[src/rtl/fetch_pkg.sv]
// Shared definitions for the IF-stage fetch sequencer: FSM encodings and PC arithmetic constants.
package fetch_pkg;

    typedef enum logic [1:0] {
        FS_BOOT = 2'd0,
        FS_RUN  = 2'd1,
        FS_HALT = 2'd2
    } fetch_state_t;

    localparam logic [31:0] PC_STEP    = 32'd4;
    localparam logic [31:0] ALIGN_MASK = 32'hFFFF_FFFC;

endpackage

[src/rtl/fetch_pc_mux.sv]
// Combinational next-PC priority select and flush strobe generation for the fetch sequencer.
module fetch_pc_mux
    import fetch_pkg::*;
#(
    parameter logic [31:0] RESET_PC = 32'h0000_0000
) (
    input  fetch_state_t state,
    input  logic [31:0]  pc_cur,
    input  logic         stall,
    input  logic         jmp_req,
    input  logic [31:0]  jmp_tgt,
    input  logic         br_req,
    input  logic [31:0]  br_tgt,
    input  logic         halt,
    input  logic         resume,
    output logic [31:0]  pc_next,
    output logic         flush_id,
    output logic         flush_ex
);

    logic [31:0] pc_inc;

    assign pc_inc = pc_cur + PC_STEP;

    // A branch from EX outranks everything: the younger ID instruction is on the wrong path.
    always_comb begin
        pc_next  = RESET_PC;
        flush_id = 1'b0;
        flush_ex = 1'b0;
        case (state)
            FS_RUN: begin
                if (br_req) begin
                    pc_next  = br_tgt & ALIGN_MASK;
                    flush_id = 1'b1;
                    flush_ex = 1'b1;
                end else if (halt || stall) begin
                    pc_next = pc_cur;
                end else if (jmp_req) begin
                    pc_next  = jmp_tgt & ALIGN_MASK;
                    flush_id = 1'b1;
                end else begin
                    pc_next = pc_inc;
                end
            end
            FS_HALT: pc_next = resume ? pc_inc : pc_cur;
            default: pc_next = RESET_PC;
        endcase
    end

endmodule

[src/rtl/fetch_ctrl.sv]
// Fetch sequencer top: BOOT/RUN/HALT FSM, boot delay counter and IF-valid register.
// Optional FETCH_PERF_EN adds saturating redirect and stall counters.
module fetch_ctrl
    import fetch_pkg::*;
#(
    parameter logic [31:0] RESET_PC = 32'h0000_0000,
    parameter int          BOOT_CYC = 2
) (
    input  logic        clk,
    input  logic        rst_n,
    input  logic [31:0] pc_cur_i,
    input  logic        stall_i,
    input  logic        jmp_req_i,
    input  logic [31:0] jmp_tgt_i,
    input  logic        br_req_i,
    input  logic [31:0] br_tgt_i,
    input  logic        halt_i,
    input  logic        resume_i,
    output logic [31:0] pc_next_o,
    output logic        flush_id_o,
    output logic        flush_ex_o,
    output logic        if_valid_o,
`ifdef FETCH_PERF_EN
    output logic [31:0] redirect_cnt_o,
    output logic [31:0] stall_cnt_o,
`endif
    output logic [1:0]  state_o
);

    localparam logic [3:0] BOOT_INIT = 4'(BOOT_CYC - 1);

    fetch_state_t state;
    fetch_state_t state_next;
    logic [3:0]   boot_cnt;
    logic         redirect_evt;
    logic         stall_evt;

    always_ff @(posedge clk or negedge rst_n) begin
        if (!rst_n) begin
            state      <= FS_BOOT;
            boot_cnt   <= BOOT_INIT;
            if_valid_o <= 1'b0;
        end else begin
            state      <= state_next;
            if_valid_o <= (state_next == FS_RUN);
            if (state == FS_BOOT && boot_cnt != 4'd0) begin
                boot_cnt <= boot_cnt - 4'd1;
            end
        end
    end

    always_comb begin
        state_next = state;
        case (state)
            FS_BOOT: if (boot_cnt == 4'd0) state_next = FS_RUN;
            FS_RUN:  if (!br_req_i && halt_i) state_next = FS_HALT;
            FS_HALT: if (resume_i) state_next = FS_RUN;
            default: state_next = FS_BOOT;
        endcase
    end

    // In RUN, flush_id is raised exactly by a branch or by a jump that was not suppressed.
    always_comb begin
        state_o      = state;
        redirect_evt = (state == FS_RUN) && flush_id_o;
        stall_evt    = (state == FS_RUN) && stall_i && !br_req_i;
    end

    fetch_pc_mux #(
        .RESET_PC (RESET_PC)
    ) u_pc_mux (
        .state    (state),
        .pc_cur   (pc_cur_i),
        .stall    (stall_i),
        .jmp_req  (jmp_req_i),
        .jmp_tgt  (jmp_tgt_i),
        .br_req   (br_req_i),
        .br_tgt   (br_tgt_i),
        .halt     (halt_i),
        .resume   (resume_i),
        .pc_next  (pc_next_o),
        .flush_id (flush_id_o),
        .flush_ex (flush_ex_o)
    );

`ifdef FETCH_PERF_EN
    always_ff @(posedge clk or negedge rst_n) begin
        if (!rst_n) begin
            redirect_cnt_o <= 32'd0;
            stall_cnt_o    <= 32'd0;
        end else begin
            if (redirect_evt && redirect_cnt_o != 32'hFFFF_FFFF) begin
                redirect_cnt_o <= redirect_cnt_o + 32'd1;
            end
            if (stall_evt && stall_cnt_o != 32'hFFFF_FFFF) begin
                stall_cnt_o <= stall_cnt_o + 32'd1;
            end
        end
    end
`else
    logic unused_evt;
    assign unused_evt = redirect_evt ^ stall_evt;
`endif

endmodule

[config.mk]
export PLATFORM = sky130hd
export DESIGN_NAME = fetch_ctrl
export DESIGN_NICKNAME = d
export VERILOG_FILES = /design/src/rtl/fetch_pkg.sv /design/src/rtl/fetch_pc_mux.sv /design/src/rtl/fetch_ctrl.sv
export SDC_FILE = /design/constraint.sdc
export NUM_CORES = 1
export LEC_CHECK = 0
export CAP_MARGIN = 20
export CORE_MARGIN = 2
export CORE_UTILIZATION = 41
export CTS_CLUSTER_DIAMETER = 200
export DETAILED_ROUTE_END_ITERATION = 7
export PLACE_DENSITY_LB_ADDON = 0.1
export SYNTH_ARGS = -nofsm -noshare
export SYNTH_HDL_FRONTEND = slang
export SYNTH_SLANG_ARGS = --single-unit
[constraint.sdc]
create_clock -name clk -period 5.06 [get_ports clk]
set_clock_uncertainty 0.1 [all_clocks]
set_input_delay 1.518 -clock clk [delete_from_list [all_inputs] [get_ports clk]]
set_output_delay 1.518 -clock clk [all_outputs]
set_load 0.05 [all_outputs]
After elaboration in Yosys (flattened, before gate mapping)
Cells that the tools add are included.

operators by class
  mux-type cells = 15
  equal/unequal tests = 3
  add/subtract/negate cells = 2
  reduce and logical (&&, ||, !) cells = 7

operator list
  kind                                               count
  two-way mux 32 bit                                 4
  one-hot mux 32 bit (2 select lines)                1
  adder 32 x 3 -> 32 bit (second input constant)     1
  two-way mux 1 bit                                  6
  two-way mux 2 bit                                  3
  one-hot mux 2 bit (3 select lines)                 1
  == test 2 x 1 -> 1 bit (second input constant)     2
  zero test 4 bit                                    1
  nonzero test 4 bit                                 1
  subtractor 4 x 1 -> 4 bit (second input constant)  1
  == test 2 bit (second input constant)              1
  logical AND 1 bit                                  2
  zero test 2 bit                                    1
  zero test 1 bit                                    1
  logical OR 1 bit                                   1

word-level totals
  bits in registers = 7
  output and inout bits = 37
  logic and storage cells = 30
  bits of input ports = 103

Depth between registers and ports, before layout
  word-level depth = 5
  mapped depth = 8
  gate-level depth less buffers = 7

Modules after synthesis
A second synthesis with hierarchy kept.

unflattened totals
  cell total of the unflattened synthesis = 461
  area total of the unflattened synthesis = 2929.1 µm²

by module, submodules not included
  module        seq. area each (µm²)  cells each  area an instance (µm²)  instances
  fetch_pc_mux  0.0                   430         2600.0                  1
  fetch_ctrl    176.4                 31          329.1                   1

Worst setup path before layout
Ideal clock, no wire load.

  path kind = in2out
  start = in br_req_i
  end = out pc_next_o[6]
  data required time = 3.442 ns
  path buffers = 3
  arrival time = 3.715 ns
  stages = 6
  slack = -0.273 ns
  cells stage by stage = and2_1 -> buf_2 -> clkbuf_1 -> buf_1 -> a22oi_1 -> a21oi_1

on the way
  word-level cells in the longest chain between the ends = 2

RTL lines
  element                              RTL line            text
  start: declaration                   fetch_ctrl.sv:15    input logic br_req_i,
  two-way mux 32 bit                   fetch_pc_mux.sv:32  if (br_req) begin
  one-hot mux 32 bit (2 select lines)  fetch_pc_mux.sv:30  case (state)
  end: declaration                     fetch_ctrl.sv:19    output logic [31:0] pc_next_o,

No other way between the ends.

Worst setup path after layout
  start = in pc_cur_i[26]
  end = out pc_next_o[31]

on the way
  word-level cells in the longest chain between the ends = 5
  elaborated cells on any way between the ends = 6
  those cells by class = add/sub (1); mux (5)

RTL lines
  element                                RTL line            text
  start: declaration                     fetch_ctrl.sv:11    input logic [31:0] pc_cur_i,
  adder 32 x 3 -> 32 bit *               fetch_pc_mux.sv:23  assign pc_inc = pc_cur + PC_STEP;
  two-way mux 32 bit                     fetch_pc_mux.sv:38  end else if (jmp_req) begin
  two-way mux 32 bit                     fetch_pc_mux.sv:36  end else if (halt || stall) begin
  two-way mux 32 bit                     fetch_pc_mux.sv:32
  one-hot mux 32 bit (2 select lines) *  fetch_pc_mux.sv:30

Every way passes the cells marked *; elsewhere a longest branch is shown, timed or not.

==> out/summary.txt <==
die area: 7260 µm²
GR Util met3: 0.0282
Unique masters post-synth: 60
dpl cells: 684
Final GP Congestion: 0.938
Reg-to-Reg Start: state_o[0]$_DFF_PN0_
Iter 0 DRT Violations: 432
Residual DRC: 0
sequence of cells on the critical path: clkdlybuf4s50_1 > and4_1 > and3_4 > nand3_1 > or4b_1 > o211ai_1 > clkbuf_16
Die H: 85.2 µm
area leader, netlist: a21oi_1
Setup TNS: -0.00904 ns
HPWL after detailed placement: 9010 µm
CP Max Fanout: 2
share of cells above drive strength 1: 0.266
fin nets: 730
crit path time final: 5.07 ns
Critical Path RT: 3.44 ns
core footprint: 6350 µm²
Power, Total: 1.95 mW
DRT Pass-1 Iters: 6
top_reg_cell synth: dfrtp_1
FF-to-FF path depth: 7
Reg clk slew, reported paths: 0.04 ns
IO Pins: 140
Power per Cell Area: 373 nW/µm²
post-route cell area: 5240 µm²
max-cap violations: 0
Initial Util: 0.426
Buf/Inv on CP: 2
# rows: 29
Seq cells post-synth: 7
crit path launch type: primary input
Fill cells: 433
class of the worst hold path: register to register
Ant. Diodes: 0
unrepaired setup endpoints after global routing: yes
global route overflow: 0
cell area after synthesis: 2700 µm²
Max-slew headroom: 0.261
setup slack at placement: -0.137 ns
leakage power: 2.04 nW
register area: 176 µm²
Syn Inst Count: 436
Worst-Skew Late Latency: 0.23 ns
Stages on worst setup path: 7
pin count of the biggest net entering global routing: 33
Avg Vias per Cell: 6.37
Max Freq: 197 MHz
chip width: 85.2 µm
Slowest-stage cell, CP: clkdlybuf4s50_1
worst slew pin tran: 1.11 ns
initial antenna violation count: 0
post-synthesis sequential area ratio: 0.0652
share of the synthesized area in the top cell type: 0.100
Max IR drop VDD: 419 µV
total track usage: 0.324
Crit Path Category: primary input to primary output
FFs w/ async S/R, synth: 1.00
non-filler cells, final: 697
CTS Buf Count: 3
P&R area growth vs syn: 93.7%
outcome: finished, violations left
Syn Nets: 545
CTS tree: yes
GRT Max-Usage Layer: met2
Worst Setup EP: pc_next_o[31]
Avg WL per Cell: 18.4 µm
M2 GR Usage: 0.560
routed wire length: 12,800 µm
Worst R2R End: if_valid_o$_DFF_PN0_
Final period util: 1.00
setup ws final: -0.00904 ns
area of the multi-input gates: 2500 µm²
Clock Tree Buf Depth: 2
Setup crit end kind: primary output
Area contributors post-synth: a21oi_1, o21ai_0, nand2_1
Clock Sinks: 7
Max stage delay on crit path: 0.50 ns
critical path launch point: pc_cur_i[26]
synth warn: 0
ANT nets after route: 0
Finish-stage setup viols: 1
number of global-route vias before repair: 4,223
I/O Buffers: 135
placed cell area: 4930 µm²
first-pass GRT wire length: 19,800 µm
largest delay contributor family on the critical path: simple AND/OR/NAND/NOR gates
Post-synth EDFFs: 0
Final Max Slew Viols: 0
H-tree depth: 1
FF-to-FF setup slack: 2.81 ns
Syn Area/Cell: 6.20 µm²
Hold Buf Count CTS: 0
GRT met1 Usage: 0.421
failing checks: setup timing
clk root buf: clkbuf_8
vias: 4,438
Final Hold Fails: 0
Data arrival, critical path: 3.45 ns
==> metrics by stage <==
| stage | util | hold slack [ns] |
|---|---|---|
| 3_3_place_gp | 0.777 | 0.377 |
| 5_1_grt | 0.825 | 0.411 |
| 4_1_cts | 0.801 | 0.391 |
| 3_5_place_dp | 0.777 | 0.381 |
| 2_1_floorplan | - | 0.365 |
| 6_report | 0.825 | 0.391 |
==> worst min-delay path by stage <==
stage	start	to	slack [ns]	cells past startpoint
2_1_floorplan	boot_cnt[3]$_DFFE_PN0P_	boot_cnt[3]$_DFFE_PN0P_	0.36	1
3_3_place_gp	boot_cnt[3]$_DFFE_PN0P_	boot_cnt[3]$_DFFE_PN0P_	0.38	1
3_5_place_dp	boot_cnt[3]$_DFFE_PN0P_	boot_cnt[3]$_DFFE_PN0P_	0.38	1
4_1_cts	boot_cnt[3]$_DFFE_PN0P_	boot_cnt[3]$_DFFE_PN0P_	0.39	1
5_1_grt	boot_cnt[3]$_DFFE_PN0P_	boot_cnt[3]$_DFFE_PN0P_	0.41	1
6_report	boot_cnt[3]$_DFFE_PN0P_	boot_cnt[3]$_DFFE_PN0P_	0.39	1
==> worst register-to-register path: stages, from the launching register on <==
cell	delay [ns]
dfrtp_1	0.43
inv_1	0.12
ha_1	0.55
nor2b_2	0.28
buf_4	0.20
nor2_1	0.06
a211oi_1	0.30
nor2b_1	0.09
==> registers in the layout, indices dropped and copies added (netlist names) <==
name / flops
state_o: 2
if_valid_o: 1
boot_cnt: 4
==> final cells by class <==
cell class / instances / share of cell area
sequential: 7 / 0.0337
inverter: 13 / 0.00932
timing repair buffer: 220 / 0.452
clock buffer: 4 / 0.00860
tap: 77 / 0.0184
multi-input combinational: 376 / 0.478
==> synth_stat cells (7+ instances only) <==
cell,count
nand3_1,26
xor2_1,15
clkbuf_1,27
a22oi_1,13
nand4_1,12
a31oi_1,7
o21ai_0,41
nor2_1,22
buf_2,8
nand2_1,46
and2_1,7
nand2b_1,8
a221oi_1,8
a21oi_1,54
o22ai_1,9
inv_1,12
xnor2_1,12
nor3_1,7
nor4_1,10
==> layer usage <==
layer  vias to the layer above  wire [µm]
met1                      2066       5090
met5                         -          0
met2                       310       6330
met4                         0        280
li1                       2029          -
met3                        33       1140
==> layout by cell type, fill, tap and decap left out, types with 6 or more instances in the layout <==
cell | netlist | final
a21oi_1 | 54 | 41
a21oi_2 | 0 | 13
a221oi_1 | 8 | 7
a22oi_1 | 13 | 13
a31oi_1 | 7 | 6
and2_1 | 7 | 7
buf_12 | 0 | 31
buf_4 | 0 | 78
buf_6 | 0 | 7
clkdlybuf4s50_1 | 0 | 83
dfrtp_1 | 6 | 6
dlygate4sd2_1 | 0 | 13
inv_1 | 12 | 11
nand2_1 | 46 | 46
nand2b_1 | 8 | 8
nand3_1 | 26 | 24
nand4_1 | 12 | 12
nor2_1 | 22 | 19
nor4_1 | 10 | 7
o21ai_0 | 41 | 41
o22ai_1 | 9 | 8
xnor2_1 | 12 | 12
xor2_1 | 15 | 15
==> repair_timing <==
item	in CTS	in global routing
buffers inserted	4	4
gates cloned	0	1
hold endpoints to repair	0	0
endpoints found under the setup margin	14	8
gates resized for setup	30	24
pin swaps	7	6
==> logic make-up after synthesis <==
kind of cell	synth area share
AND/OR/NAND/NOR	0.309
multiplexers	0.0157
buffers and inverters	0.0773
adder cells (fa/ha/maj)	0.0278
flip-flops	0.0652
XOR/XNOR	0.0875
AO/OA/AOI/OAI	0.418
==> where the power goes <==
group | internal (mW) | switching (mW)
sequential | 0.0683 | 0.0125
combinational | 0.756 | 1.04
clock | 0.0547 | 0.0265
total | 0.879 | 1.08
Note: power is estimated with default switching activity, not from simulation.
